$ cat config.mk
export PLATFORM = sky130hd
export DESIGN_NAME = uart_rx_fifo
export DESIGN_NICKNAME = d
export VERILOG_FILES = /design/src/rtl/uart_rx_fifo.sv
export SDC_FILE = /design/constraint.sdc
export NUM_CORES = 1
export LEC_CHECK = 0
export BUFFER_PORTS_ARGS = -buffer_cell sky130_fd_sc_hd__buf_2
export CORE_UTILIZATION = 46
export DETAILED_ROUTE_END_ITERATION = 7
export GPL_TIMING_DRIVEN = 0
export PLACE_DENSITY = 0.63
export SYNTH_ARGS = -nofsm -noshare
export SYNTH_HDL_FRONTEND = slang
export SYNTH_SLANG_ARGS = --single-unit
$ cat constraint.sdc
create_clock -name clk -period 6.8 [get_ports clk]
set_clock_uncertainty 0.1 [all_clocks]
set_input_delay 1.7 -clock clk [delete_from_list [all_inputs] [get_ports clk]]
set_output_delay 1.7 -clock clk [all_outputs]
set_load 0.02 [all_outputs]
$ cat src/rtl/uart_rx_fifo.sv
// UART 8N1 receiver with 16x oversampling and majority vote.
// Received bytes are buffered in a show-ahead FIFO.
module uart_rx_fifo #(
  parameter int CLK_FREQ   = 100000000,
  parameter int BAUD       = 115200,
  parameter int FIFO_DEPTH = 8
) (
  input  logic                          clk,
  input  logic                          rstn,
  input  logic                          rxd,
  input  logic                          rd,
  input  logic                          err_clr,
  output logic                          rx_vld,
  output logic [7:0]                    rx_data,
  output logic [$clog2(FIFO_DEPTH):0]   rx_cnt,
  output logic                          frm_err,
  output logic                          ovf
);

  localparam int DIV = CLK_FREQ / (BAUD * 16);
  localparam int DW  = $clog2(DIV);
  localparam int AW  = $clog2(FIFO_DEPTH);
  localparam int CW  = AW + 1;

  typedef enum logic [2:0] {
    IDLE, START, DATA, STOP, BRK
  } state_t;

  state_t            state;
  state_t            nxt;
  logic              s1;
  logic              rxs;
  logic [DW-1:0]     div_cnt;
  logic              tick;
  logic [3:0]        sc;
  logic              v7;
  logic              v8;
  logic              vote;
  logic [2:0]        bit_idx;
  logic [7:0]        shreg;
  logic              push_req;
  logic              frm_set;
  logic [7:0]        mem [FIFO_DEPTH];
  logic [AW-1:0]     wptr;
  logic [AW-1:0]     rptr;
  logic              full;
  logic              pop;
  logic              do_push;
  logic              ovf_set;

  // two-flop synchroniser on the serial line
  always_ff @(posedge clk or negedge rstn) begin
    if (!rstn) begin
      s1  <= 1'b1;
      rxs <= 1'b1;
    end else begin
      s1  <= rxd;
      rxs <= s1;
    end
  end

  // oversample divider, parked at 0 in IDLE to align on the start edge
  always_ff @(posedge clk or negedge rstn) begin
    if (!rstn)
      div_cnt <= '0;
    else if (state == IDLE)
      div_cnt <= '0;
    else if (div_cnt == DW'(DIV - 1))
      div_cnt <= '0;
    else
      div_cnt <= div_cnt + 1'b1;
  end

  assign tick = (state != IDLE) && (div_cnt == DW'(DIV - 1));
  assign vote = (v7 & v8) | (v7 & rxs) | (v8 & rxs);

  // FSM state register
  always_ff @(posedge clk or negedge rstn) begin
    if (!rstn) state <= IDLE;
    else       state <= nxt;
  end

  // FSM next state, push and framing-error strobes
  always_comb begin
    nxt      = state;
    push_req = 1'b0;
    frm_set  = 1'b0;
    unique case (state)
      IDLE: if (!rxs) nxt = START;
      START: begin
        if (tick && sc == 4'd9 && vote)
          nxt = IDLE;
        else if (tick && sc == 4'd15)
          nxt = DATA;
      end
      DATA: begin
        if (tick && sc == 4'd15 && bit_idx == 3'd7)
          nxt = STOP;
      end
      STOP: begin
        if (tick && sc == 4'd9) begin
          if (vote) begin
            push_req = 1'b1;
            nxt      = IDLE;
          end else begin
            frm_set  = 1'b1;
            nxt      = BRK;
          end
        end
      end
      BRK: if (rxs) nxt = IDLE;
      default: nxt = IDLE;
    endcase
  end

  // bit-phase counter, vote samples and LSB-first shifter
  always_ff @(posedge clk or negedge rstn) begin
    if (!rstn) begin
      sc      <= '0;
      v7      <= 1'b1;
      v8      <= 1'b1;
      bit_idx <= '0;
      shreg   <= '0;
    end else if (state == IDLE) begin
      sc      <= '0;
      bit_idx <= '0;
    end else if (tick) begin
      sc <= sc + 1'b1;
      if (sc == 4'd7) v7 <= rxs;
      if (sc == 4'd8) v8 <= rxs;
      if (state == DATA && sc == 4'd9)
        shreg <= {vote, shreg[7:1]};
      if (state == DATA && sc == 4'd15)
        bit_idx <= bit_idx + 1'b1;
    end
  end

  assign full    = rx_cnt == CW'(FIFO_DEPTH);
  assign pop     = rd && rx_vld;
  assign do_push = push_req && (!full || pop);
  assign ovf_set = push_req && full && !pop;

  // FIFO storage, no reset needed since reads are gated by rx_vld
  always_ff @(posedge clk) begin
    if (do_push) mem[wptr] <= shreg;
  end

  // FIFO pointers and occupancy
  always_ff @(posedge clk or negedge rstn) begin
    if (!rstn) begin
      wptr   <= '0;
      rptr   <= '0;
      rx_cnt <= '0;
    end else begin
      if (do_push) wptr <= wptr + 1'b1;
      if (pop)     rptr <= rptr + 1'b1;
      if (do_push && !pop)
        rx_cnt <= rx_cnt + 1'b1;
      else if (pop && !do_push)
        rx_cnt <= rx_cnt - 1'b1;
    end
  end

  // sticky flags; a new event wins over a clear
  always_ff @(posedge clk or negedge rstn) begin
    if (!rstn) begin
      frm_err <= 1'b0;
      ovf     <= 1'b0;
    end else begin
      frm_err <= frm_set | (frm_err & ~err_clr);
      ovf     <= ovf_set | (ovf & ~err_clr);
    end
  end

  assign rx_vld  = rx_cnt != '0;
  assign rx_data = rx_vld ? mem[rptr] : 8'h00;

endmodule

## Yosys cells after proc, flatten, opt, wreduce, memory -nomap -nowiden

Memories as Yosys holds them, arrays and structs flattened.
Cells that the tools add are included.

- Memories kept: 1
- Output and inout bits: 15
- Word-level logic and storage cells: 103
- Bits in registers: 40
- Memory bits (writable): 64

Memory list:

| name | depth | width | rd ports | clocked after memory_dff | wr ports | RTL line | source |
|---|---|---|---|---|---|---|---|
| mem | 8 | 8 | 1 | 0 | 1 | 43 | `logic [7:0] mem [FIFO_DEPTH];` |

- Add/sub/neg operators: 7
- Bitwise operators: 11
- Mux-type cells: 26
- Reductions and logical operators: 28
- Equality and inequality tests: 16

Operators by type and width:

| operator | number |
|---|---|
| 3-bit two-way mux | 10 |
| 4-bit == test (second input constant) | 4 |
| 4-bit two-way mux | 4 |
| 3-bit one-hot mux with 5 select lines | 1 |
| 1-bit logical AND | 13 |
| 6-bit two-way mux | 2 |
| 3-bit by 1-bit adder with 3-bit output (second input constant) | 3 |
| 3-bit AND reduction | 3 |
| 4-bit by 1-bit adder with 4-bit output (second input constant) | 2 |
| 1-bit two-way mux | 8 |
| 8-bit two-way mux | 1 |
| 2-bit inequality test (second input constant) | 4 |
| 6-bit by 1-bit adder with 6-bit output (second input constant) | 1 |
| 3-bit by 2-bit == test with 1-bit output (second input constant) | 2 |
| 3-bit == test (second input constant) | 2 |
| 6-bit == test (second input constant) | 1 |
| 2-bit nonzero test | 3 |
| 1-bit bitwise AND | 5 |
| 5-bit AND reduction | 1 |
| 4-bit by 3-bit == test with 1-bit output (second input constant) | 1 |
| 1-bit OR | 4 |
| 4-bit nonzero test | 1 |
| 4-bit by 1-bit subtractor with 4-bit output (second input constant) | 1 |
| 3-bit by 1-bit == test with 1-bit output (second input constant) | 1 |
| other kinds (7) | 10 |

## Logic depth before layout (Yosys ltp)

- Depth after elaboration: 11
- Gate-level depth with buffers: 14
- Mapped depth without buffers: 13

## Worst setup path after synthesis

No wires, ideal clock.

- Kind: input port to flip-flop
- Start point: in rd
- End point: reg rx_cnt[3]
- Library setup time: 0.136 ns
- Stages on the path: 11
- Setup slack: 2.735 ns
- Required time: 6.564 ns
- Arrival: 3.829 ns
- Buffers on the path: 1
- Path through: nand2b_1 -> nor4_1 -> or4b_4 -> buf_6 -> inv_1 -> ha_1 -> inv_1 -> ha_1 -> a21o_1 -> a2111oi_0 -> o31ai_1

- Word-level cells in the longest chain between the ends: 6

RTL lines:

| element | RTL line | source |
|---|---|---|
| start, declared | 11 | `input logic rd,` |
| 1-bit logical AND (*) | 139 | `assign pop = rd && rx_vld;` |
| 1-bit logical OR (*) | 140 | `assign do_push = push_req && (!full \|\| pop);` |
| 1-bit logical AND (*) | 140 |  |
| via do_push | 48 | `logic do_push;` |
| 1-bit logical NOT | 159 | `else if (pop && !do_push)` |
| 1-bit logical AND | 159 |  |
| 2-bit nonzero test (no line) | - |  |
| end signal, assigned | 158 | `rx_cnt <= rx_cnt + 1'b1;` |
| end signal, assigned | 160 | `rx_cnt <= rx_cnt - 1'b1;` |
| end, declared | 15 | `output logic [$clog2(FIFO_DEPTH):0] rx_cnt,` |

The timed path passes the listed nets; every way through them passes the cells marked *.
A chain may end at the register's enable or synchronous reset.

## Worst setup path after layout

- Start point: reg rptr[1]
- End point: out rx_data[3]

- Word-level cells in the longest chain between the ends: 2

RTL lines:

| element | RTL line | source |
|---|---|---|
| start, declared | 45 | `logic [AW-1:0] rptr;` |
| start signal, assigned | 156 | `if (pop) rptr <= rptr + 1'b1;` |
| memory 8 x 8 bit | - |  |
| 8-bit two-way mux | 176 | `assign rx_data = rx_vld ? mem[rptr] : 8'h00;` |
| end, declared | 14 | `output logic [7:0] rx_data,` |

No other way between the ends.

==> run_results.csv <==
group,metric,value,unit
synth,yosys.area.top_type_share,0.423,
global_routing,grt.total_usage,0.161,
hold_path,hold_start,"s1",
timing,worstMarginPinSlew,1260,ps
layout,final.fill_count,797,
drt,drt-met1-wl,3330,um
critical_path,end_kind,"primary output",
drt,dr.first_iter.drc_count,74,
critical_path,r2r-end,"rx_cnt[3]",
global_routing,overflow,0,
drt,viasPerCell,5.21,
critical_path,crit_buf_inv,3,
timing,maxClockFrequency,234,MHz
floorplanning,core_area,0.00942,mm2
drt,routed-wl-met2,3690,um
drt,routed_wirelength,7390,um
critical_path,cp_max_fo,10,
floorplanning,num_rows,35,
critical_path,start_kind,"flop",
flow_run,maxCapViolations,0,
synth,ys_seq_area_frac,0.644,
synth,ys.warnings.count,0,
timing,setup_tns,0,ps
floorplanning,die_area,0.0103,mm2
global_routing,grt_max_degree,41,
place,io_buffers,19,
status,outcome,"completed",
critical_path,cp_cell_sequence,"buf_1 -> clkbuf_1 -> mux4_2 -> mux2i_1 -> nor2_1 -> buf_2",
drt,wl_met3,288,um
critical_path,critPathTopFamily,"buffers and inverters",
drt,route.detailed.drc,0,
synth,synthTopCellsByCount,"edfxtp_1, dfrtp_1, nor2_1",
drt,ant_nets,0,
drt,routed.top_layer,"met4",
floorplanning,fp.dieW,101,um
layout,drive_gt1_frac,0.274,
synth,synth-seq-cells,104,
critical_path,critPathArrivalTime,2470,ps
floorplanning,die_h,101,um
clock_network,postCtsHoldBufs,0,
layout,areaGrowthSynthToFinish,10.7,%
synth,synth.area.top_cells,"edfxtp_1, dfrtp_1, mux4_2",
clock_network,cts_resized,0,
hold_path,whs_path_depth,0,
clock_network,clk_latency,370,ps
critical_path,regToRegSetupSlack,3400,ps
critical_path,r2r-start,"div_cnt[1]",
pwr,p_per_area,208,mW/mm2
clock_network,clock-root-buffer,"clkbuf_8",
synth,synth-edff-count,64,
clock_network,clockBufferDepth,2,
critical_path,critPathSlowestCell,"clkbuf_1",
clock_network,cts_sinks,104,
floorplanning,pin_count,20,
timing,maxSlewHeadroom,0.154,
critical_path,crit_required,5000,ps
timing,rsz0062_at_grt,"no",
floorplanning,start_util,0.483,
clock_network,path_clk_slew,100,ps
drt,post_drt_wl_per_cell,16.0,um
global_routing,antenna_found_initial,0,
critical_path,rr_worst_depth,13,
pwr,ir_worst_vdd,113,uV
drt,vias,2402,
synth,yosysUniqueCellTypes,50,
layout,final_util,0.534,
timing,period_minus_slack,4270,ps
layout,final_nets,345,
global_routing,first_global_vias,2340,
synth,post_synth.cell_area_avg,15.4,um2
pwr,power,1.05,mW
synth,synth.most_common_cell,"edfxtp_1",
layout,diodes,0,
timing,final_hold_viol_count,0,
drt,first_pass_iters,5,
synth,synth.cell_area,0.00454,mm2
timing,drv_slew,0,
hold_path,min_to,"rxs",
timing,finalCritPeriodShare,0.628,
timing,finalSetupViolCount,0,
clock_network,cts_setup_buffers,0,
critical_path,crit_type,"flop to primary output",
synth,synthesis.nets,313,
place,finalWeightedCongestion,0.833,
place,dp_hpwl,5100,um
synth,synthCells,295,
synth,synthFlopType,"edfxtp_1",
clock_network,htree_levels,3,
clock_network,numCtsBuffers,9,
synth,yosysTopAreaCell,"edfxtp_1",
global_routing,grt_pass1_wl,12000,um
critical_path,cp.depth,6,
synth,async_reset_ff_frac,0.385,
pwr,leakage,2.03,nW
clock_network,cts_tree,"built",
hold_path,min_path_type,"flop to flop",
critical_path,max_stage_delay,520,ps
-- where the power goes --
| group | switching (mW) | total, mW | internal (mW) |
|---|---|---|---|
| clock | 0.229 | 0.374 | 0.145 |
| sequential | 0.000512 | 0.666 | 0.665 |
| combinational | 0.00494 | 0.00586 | 0.000922 |
| total | 0.234 | 1.05 | 0.811 |
-- sequential cells by signal, indices dropped and copies added, names as in the netlist --
signal   flops
rptr         3
mem         64
frm_err      1
v8           1
wptr         3
div_cnt      6
state        3
rx_cnt       4
sc           4
rxs          1
s1           1
shreg        8
bit_idx      3
v7           1
ovf          1
-- kinds of logic after synthesis --
kind of cell / Yosys count / synth area share
DFF: 104 / 0.644
AOI/OAI and AO/OA: 18 / 0.0278
and+or+nand+nor: 84 / 0.108
adders and majority gates: 14 / 0.0396
xor gates and xnor gates: 14 / 0.0270
buffers and inverters: 23 / 0.0223
muxes: 38 / 0.131
-- cells in the final DEF, fill, tap and decap left out, types with 3 or more instances in the layout --
| cell type | n |
|---|---|
| buf_2 | 25 |
| clkbuf_1 | 3 |
| clkbuf_8 | 9 |
| dfrtp_1 | 36 |
| dfstp_2 | 4 |
| edfxtp_1 | 64 |
| ha_1 | 12 |
| inv_1 | 11 |
| inv_6 | 3 |
| inv_8 | 3 |
| mux2_2 | 13 |
| mux2i_1 | 9 |
| mux4_2 | 16 |
| nand2_1 | 19 |
| nand2b_1 | 4 |
| nand3_1 | 11 |
| nor2_1 | 20 |
| nor3_1 | 7 |
| nor3_2 | 3 |
| nor4_2 | 4 |
| o21ai_0 | 5 |
| xnor2_1 | 9 |
| xor2_1 | 5 |
-- area by class of cell --
class / instances / area, um2 / share of cell area
Sequential cell: 104 / 2930 / 0.582
Multi-Input combinational cell: 168 / 1540 / 0.306
Tap cell: 129 / 161 / 0.0321
Clock buffer: 9 / 124 / 0.0246
Timing Repair Buffer: 21 / 110 / 0.0219
Clock inverter: 7 / 67.6 / 0.0134
Buffer: 12 / 60.1 / 0.0119
Inverter: 11 / 41.3 / 0.00821
-- worst max-delay path by stage --
stage / startpoint / end / slack [ps]
after floorplan: rd / rx_cnt[3] / 2740
after global placement: rd / mem[1][5] / 2080
after detailed placement: rd / rx_cnt[3] / 2290
after CTS: rptr[1] / rx_data[3] / 2450
after global routing: rptr[1] / rx_data[2] / 2370
final: rptr[1] / rx_data[3] / 2530
-- metrics by stage --
step	instances	hold WS [ps]	worst slack, ps	cell area, um2
floorplan	295	245	2740	4540
global placement	443	249	2080	4800
detailed placement	445	250	2290	4830
CTS	461	266	2450	5020
global route	461	271	2370	5030
finish	461	265	2530	5030
-- routing by layer --
| layer | vias to the layer above | GRT usage |
|---|---|---|
| met2 | 33 | 0.258 |
| met3 | 5 | 0.0393 |
| li1 | 1173 | - |
| met4 | 0 | 0.0569 |
| met1 | 1191 | 0.215 |
| met5 | - | 0 |
(Power assumes the default switching activity.)
